==> config.mk <==
export PLATFORM = sky130hd
export DESIGN_NAME = req_gnt_id_tracker
export DESIGN_NICKNAME = d
export VERILOG_FILES = /design/src/rtl/req_gnt_pkg.sv /design/src/rtl/req_gnt_entry.sv /design/src/rtl/req_gnt_id_tracker.sv
export SDC_FILE = /design/constraint.sdc
export NUM_CORES = 1
export LEC_CHECK = 0
export ABC_AREA = 1
export CORE_UTILIZATION = 53
export CTS_BUF_LIST = sky130_fd_sc_hd__clkbuf_4 sky130_fd_sc_hd__clkbuf_8
export DETAILED_ROUTE_END_ITERATION = 10
export GPL_TIMING_DRIVEN = 0
export PLACE_DENSITY_LB_ADDON = 0.12
export SLEW_MARGIN = 15
export SYNTH_ARGS = -nofsm -noshare
export SYNTH_HDL_FRONTEND = slang
export SYNTH_SLANG_ARGS = --single-unit
==> constraint.sdc <==
create_clock -name clk -period 2.3 [get_ports clk]
set_input_delay 0.345 -clock clk [delete_from_list [all_inputs] [get_ports clk]]
set_output_delay 0.345 -clock clk [all_outputs]
set_load 0.005 [all_outputs]
==> src/rtl/req_gnt_pkg.sv <==
// Shared types for the request/grant ID tracker.
// The error code reports the first fault seen since reset or clear.
package req_gnt_pkg;

  typedef enum logic [1:0] {
    ERR_NONE    = 2'd0,
    ERR_DUP     = 2'd1,
    ERR_ORPHAN  = 2'd2,
    ERR_TIMEOUT = 2'd3
  } err_code_e;

endpackage

==> src/rtl/req_gnt_entry.sv <==
// One tracked ID: pending flag, saturating age and, with
// REQ_GNT_TIMEOUT_EN defined, a once-per-request timeout bit.
module req_gnt_entry
  import req_gnt_pkg::*;
#(
  parameter int LAT_W   = 8
`ifdef REQ_GNT_TIMEOUT_EN
 ,parameter int TIMEOUT = 16
`endif
) (
  input  logic             clk,
  input  logic             rst,
  input  logic             set_i,
  input  logic             clr_i,
  input  logic             rearm_i,
  output logic             pending_o,
  output logic [LAT_W-1:0] age_o
`ifdef REQ_GNT_TIMEOUT_EN
 ,output logic             timeout_o
`endif
);

  logic             pend_q;
  logic [LAT_W-1:0] age_q;
  logic [LAT_W-1:0] age_inc;

  assign age_inc = (&age_q) ? age_q : age_q + 1'b1;

  always_ff @(posedge clk or posedge rst) begin
    if (rst) begin
      pend_q <= 1'b0;
      age_q  <= '0;
    end else if (rearm_i || set_i) begin
      pend_q <= 1'b1;
      age_q  <= LAT_W'(1);
    end else if (clr_i) begin
      pend_q <= 1'b0;
      age_q  <= '0;
    end else if (pend_q) begin
      age_q  <= age_inc;
    end
  end

`ifdef REQ_GNT_TIMEOUT_EN
  logic to_q;
  logic fire;

  // Only an ageing entry can time out; a retire or re-arm this cycle wins.
  assign fire = pend_q && !set_i && !clr_i && !rearm_i && !to_q
             && (age_inc == LAT_W'(TIMEOUT));

  always_ff @(posedge clk or posedge rst) begin
    if (rst) begin
      to_q <= 1'b0;
    end else if (rearm_i || set_i || clr_i) begin
      to_q <= 1'b0;
    end else if (fire) begin
      to_q <= 1'b1;
    end
  end

  assign timeout_o = fire;
`endif

  assign pending_o = pend_q;
  assign age_o     = age_q;

endmodule

==> src/rtl/req_gnt_id_tracker.sv <==
// Tracks ID-tagged req/gnt traffic: latency, duplicate and orphan errors.
// Timeout detection is built only with REQ_GNT_TIMEOUT_EN defined.
module req_gnt_id_tracker
  import req_gnt_pkg::*;
#(
  parameter int ID_W    = 2,
  parameter int LAT_W   = 8,
  parameter int TIMEOUT = 16
) (
  input  logic                 clk,
  input  logic                 rst,
  input  logic                 req,
  input  logic [ID_W-1:0]      req_id,
  input  logic                 gnt,
  input  logic [ID_W-1:0]      gnt_id,
  input  logic                 err_clr,
  output logic [(1<<ID_W)-1:0] pending,
  output logic [ID_W:0]        outstanding,
  output logic                 gnt_ok,
  output logic [LAT_W-1:0]     gnt_lat,
  output logic                 dup_req_err,
  output logic                 orphan_gnt_err,
  output logic                 timeout_err,
  output err_code_e            err_code,
  output logic [ID_W-1:0]      err_id
);

  localparam int NUM_IDS = 1 << ID_W;

  logic req_q, gnt_q, req_ev, gnt_ev;
  logic [NUM_IDS-1:0] pend, req_hit, gnt_hit;
  logic [NUM_IDS-1:0] set_v, clr_v, rearm_v;
  logic [LAT_W-1:0]   age [NUM_IDS];

  logic dup_ev, orphan_ev, good_gnt;
  logic dup_q, orphan_q, gnt_ok_q;
  logic [LAT_W-1:0] gnt_lat_q;
  err_code_e new_code, base_code, code_d, code_q;
  logic [ID_W-1:0] new_id, id_d, id_q;
  logic [ID_W:0] cnt;

  assign req_ev = req & ~req_q;
  assign gnt_ev = gnt & ~gnt_q;

  always_comb begin
    req_hit = '0;
    gnt_hit = '0;
    for (int i = 0; i < NUM_IDS; i++) begin
      req_hit[i] = req_ev && (req_id == ID_W'(i));
      gnt_hit[i] = gnt_ev && (gnt_id == ID_W'(i));
    end
  end

  // Grants are judged on the state before this edge.
  assign rearm_v   = req_hit & gnt_hit & pend;
  assign set_v     = req_hit & ~pend;
  assign clr_v     = gnt_hit & pend & ~rearm_v;
  assign dup_ev    = |(req_hit & pend & ~gnt_hit);
  assign orphan_ev = |(gnt_hit & ~pend);
  assign good_gnt  = |(gnt_hit & pend);

`ifdef REQ_GNT_TIMEOUT_EN
  logic [NUM_IDS-1:0] to_fire;
  logic [ID_W-1:0]    to_id;
  logic               to_ev, to_err_q;

  assign to_ev = |to_fire;

  always_comb begin
    to_id = '0;
    for (int i = NUM_IDS - 1; i >= 0; i--) begin
      if (to_fire[i]) to_id = ID_W'(i);
    end
  end
`endif

  for (genvar g = 0; g < NUM_IDS; g++) begin : g_entry
`ifdef REQ_GNT_TIMEOUT_EN
    req_gnt_entry #(.LAT_W(LAT_W), .TIMEOUT(TIMEOUT)) u_entry (
      .clk(clk), .rst(rst),
      .set_i(set_v[g]), .clr_i(clr_v[g]), .rearm_i(rearm_v[g]),
      .pending_o(pend[g]), .age_o(age[g]), .timeout_o(to_fire[g])
    );
`else
    req_gnt_entry #(.LAT_W(LAT_W)) u_entry (
      .clk(clk), .rst(rst),
      .set_i(set_v[g]), .clr_i(clr_v[g]), .rearm_i(rearm_v[g]),
      .pending_o(pend[g]), .age_o(age[g])
    );
`endif
  end

  always_comb begin
    new_code = ERR_NONE;
    new_id   = '0;
    if (orphan_ev) begin
      new_code = ERR_ORPHAN;
      new_id   = gnt_id;
    end else if (dup_ev) begin
      new_code = ERR_DUP;
      new_id   = req_id;
    end
`ifdef REQ_GNT_TIMEOUT_EN
    else if (to_ev) begin
      new_code = ERR_TIMEOUT;
      new_id   = to_id;
    end
`endif
  end

  // A clear empties the capture slot, so a same-cycle error still lands.
  always_comb begin
    base_code = err_clr ? ERR_NONE : code_q;
    code_d    = base_code;
    id_d      = err_clr ? '0 : id_q;
    if (base_code == ERR_NONE && new_code != ERR_NONE) begin
      code_d = new_code;
      id_d   = new_id;
    end
  end

  always_ff @(posedge clk or posedge rst) begin
    if (rst) begin
      req_q     <= 1'b0;
      gnt_q     <= 1'b0;
      gnt_ok_q  <= 1'b0;
      gnt_lat_q <= '0;
      dup_q     <= 1'b0;
      orphan_q  <= 1'b0;
      code_q    <= ERR_NONE;
      id_q      <= '0;
    end else begin
      req_q     <= req;
      gnt_q     <= gnt;
      gnt_ok_q  <= good_gnt;
      if (good_gnt) gnt_lat_q <= age[gnt_id];
      dup_q     <= (dup_q & ~err_clr) | dup_ev;
      orphan_q  <= (orphan_q & ~err_clr) | orphan_ev;
      code_q    <= code_d;
      id_q      <= id_d;
    end
  end

`ifdef REQ_GNT_TIMEOUT_EN
  always_ff @(posedge clk or posedge rst) begin
    if (rst) to_err_q <= 1'b0;
    else     to_err_q <= (to_err_q & ~err_clr) | to_ev;
  end
  assign timeout_err = to_err_q;
`else
  assign timeout_err = 1'b0;
`endif

  always_comb begin
    cnt = '0;
    for (int i = 0; i < NUM_IDS; i++) begin
      cnt = cnt + {{ID_W{1'b0}}, pend[i]};
    end
  end

  assign pending        = pend;
  assign outstanding    = cnt;
  assign gnt_ok         = gnt_ok_q;
  assign gnt_lat        = gnt_lat_q;
  assign dup_req_err    = dup_q;
  assign orphan_gnt_err = orphan_q;
  assign err_code       = code_q;
  assign err_id         = id_q;

endmodule

==> reports/qor.yml <==
async_flop_share: 1.000
clkSinkCount: 53
maxSlewViolCount: 0
grt_pass1_wl_um: 12680
cts_hold_buf: 0
diodes: 0
path_cells: "inv_4 -> fa_1 -> inv_1 -> ha_1 -> ha_1 -> clkbuf_2"
postSynthCellCount: 425
fin_cells: 543
viasPerCell: 5.328
vias: 2893
cts.clk_slew.worst_paths_ps: 100
status: "finished clean"
dp.cells: 531
slowest_stage: "fa_1"
cp.required_ps: 1960
timing.final.crit_share: 0.9666
die_area_um2: 6394
area_growth_pct: 17.48
cts-root-buf: "clkbuf_8"
period_needed_ps: 2223
crit_fanout: 4
drt_first_pass_iters: 5
drive_gt1_frac: 0.1303
skew_ps: 15.62
max-cap-violations: 0
grt_setup_unrepaired: "yes"
critical_path_class: "reg -> out"
max_stage_delay_ps: 530
first_global_vias: 2764
grt-ovfl-total: 0
path_common_cell: "ha_1"
end_kind: "output pin"
cts_buffer_depth: 2
antenna_found_initial: 0
core_um2: 5886
clock_latency_ps: 320
finalNetCount: 483
worst_ep_arrival_time_ps: 1880
cts_tree: "built"
die_x_um: 79.97
grt_max_degree: 34
tritoncts.num_buffers: 5
hold_path_class: "in -> async"
start_kind: "flop"
critPathBufInv: 3
synth_nets: 441
synthFlopType: "dfrtp_1"
synth_warnings: 0
leakagePower_uw: 0.001802
drc: 0
synth_cell_types: 34
postRouteAntennaNets: 0
gp_congestion: 0.9022
max_freq_mhz: 449.8
synth_area_per_cell_um2: 7.581
die_h_um: 79.97
drtIter0Drc: 167
p_per_area_nw_per_um2: 856.0
p_total_uw: 3240
wl_per_cell_um: 13.78
setup_ws_ps: 76.74
synth.cell_area_um2: 3222
synth_edf_count: 0
io_buffers: 30
totalWireLength_um: 7483
ys_seq_area_frac: 0.4117
ys_seq_elements: 53
peakVddDrop_mv: 0.6493
start_util: 0.5474
ys_top_cells_by_area: "dfrtp_1, nand2_1, inv_1"
synth_top_cell_by_area: "dfrtp_1"
grt_usage: 0.2579
dp_hpwl_um: 5725
ioPinCount: 32
crit_family: "adder cells"
hold_violations: 0
dp_slack_ps: -160.0
setup_violations: 0
finalSetupTns_ps: 0
h-tree-depth: 2
rows: 28
yosysTopAreaCellShare: 0.4117
routing by layer:
layer  routed length, um  track usage
met1                3497       0.3455
met2                3505       0.4222
met3                 336      0.04571
met4                 143      0.08214
met5                   0            0
cell families after synthesis:
| group | count (synthesis) | synth area share |
|---|---|---|
| xor gates and xnor gates | 7 | 0.01903 |
| other | 1 | 0.001164 |
| buffers and inverters | 76 | 0.1029 |
| DFF | 53 | 0.4116 |
| AOI/OAI and AO/OA | 74 | 0.1394 |
| and+or+nand+nor | 207 | 0.2963 |
| adders and majority gates | 7 | 0.02951 |
final cells by class:
type	count	area [um^2]
buffer	8	71.32
clock buffer	6	82.58
clock inverter	2	37.54
fill	514	2101
inverter	68	262.8
multi-input combinational	296	1564
sequential	53	1329
tap	75	93.84
timing repair buffer	35	344.1
cells in the mapped netlist (2+ instances only):
master,number
inv_2,5
xor2_1,7
nand2_2,6
dfrtp_1,53
nor2_4,3
a21oi_1,12
nor2_1,35
o21ai_0,19
nand3_1,42
nand4_1,10
a22oi_1,3
nor3_1,7
buf_4,5
o22ai_1,8
o21ai_2,2
inv_1,62
o221ai_1,2
o21a_1,3
nand2_1,90
nand2_4,3
ha_1,6
o21ai_1,20
nor2_2,9
buf_6,3
sequential cells by signal, summed over array words and instances, names as in the netlist:
register / count
req_q: 1
err_id: 2
gnt_lat: 8
dup_req_err: 1
orphan_gnt_err: 1
gnt_q: 1
g_entry.u_entry.age_o: 32
g_entry.u_entry.pending_o: 4
err_code: 2
gnt_ok: 1
metrics by stage:
step	hold slack [ps]	util	instance area (um^2)
final	363.0	0.6431	3785
after global routing	398.9	0.6431	3785
after floorplan	376.4	-	3222
after detailed placement	464.9	0.6178	3636
after CTS	382.5	0.6424	3781
after global placement	463.5	0.6144	3616
report_power, final:
group	switching, uW	leakage (uW)	internal [uW]	total, uW
sequential	230	0.000697	1170	1400
combinational	639	0.00105	532	1170
clock	319	0.0000574	354	673
total	1190	0.00180	2050	3240
layout by cell type, fill, tap and decap left out, drive strengths merged:
master and count:
o21a 3, o2111ai 1, o221ai 2, buf 13, inv 67, dfrtp 53, o21ai 42, a22oi 3
a22o 1, dlygate4sd2 1, nand3 43, clkdlybuf4s15 1, nand4 10, o22ai 8, bufinv 1, clkinv 1
nand2 99, clkinvlp 1, nor3 7, nor2 47, clkbuf 7, a21oi 13, o211ai 1, xor2 7
clkdlybuf4s50 27, conb 1, fa 1, ha 6, or2 1
worst paths after layout:
kind	from	to	slack, ps	cells after the start
max reg2reg	g_entry[2].u_entry.age_o[0]	g_entry[2].u_entry.age_o[3]	580	8
min in group clk	orphan_gnt_err	orphan_gnt_err	480	2
min	rst	g_entry[3].u_entry.age_o[4]	360	2
max	g_entry[0].u_entry.pending_o	outstanding[1]	80	6
min reg2reg	orphan_gnt_err	orphan_gnt_err	480	2
max in group asynchronous	rst	g_entry[0].u_entry.pending_o	1370	3
timing repair:
item                       4_1_cts  5_1_grt
setup buffers                    3        1
setup endpoints to repair        3        2
pin swaps                        0        1
gates resized for setup          9        2
No activity file was read; power rests on OpenSTA's default activity.
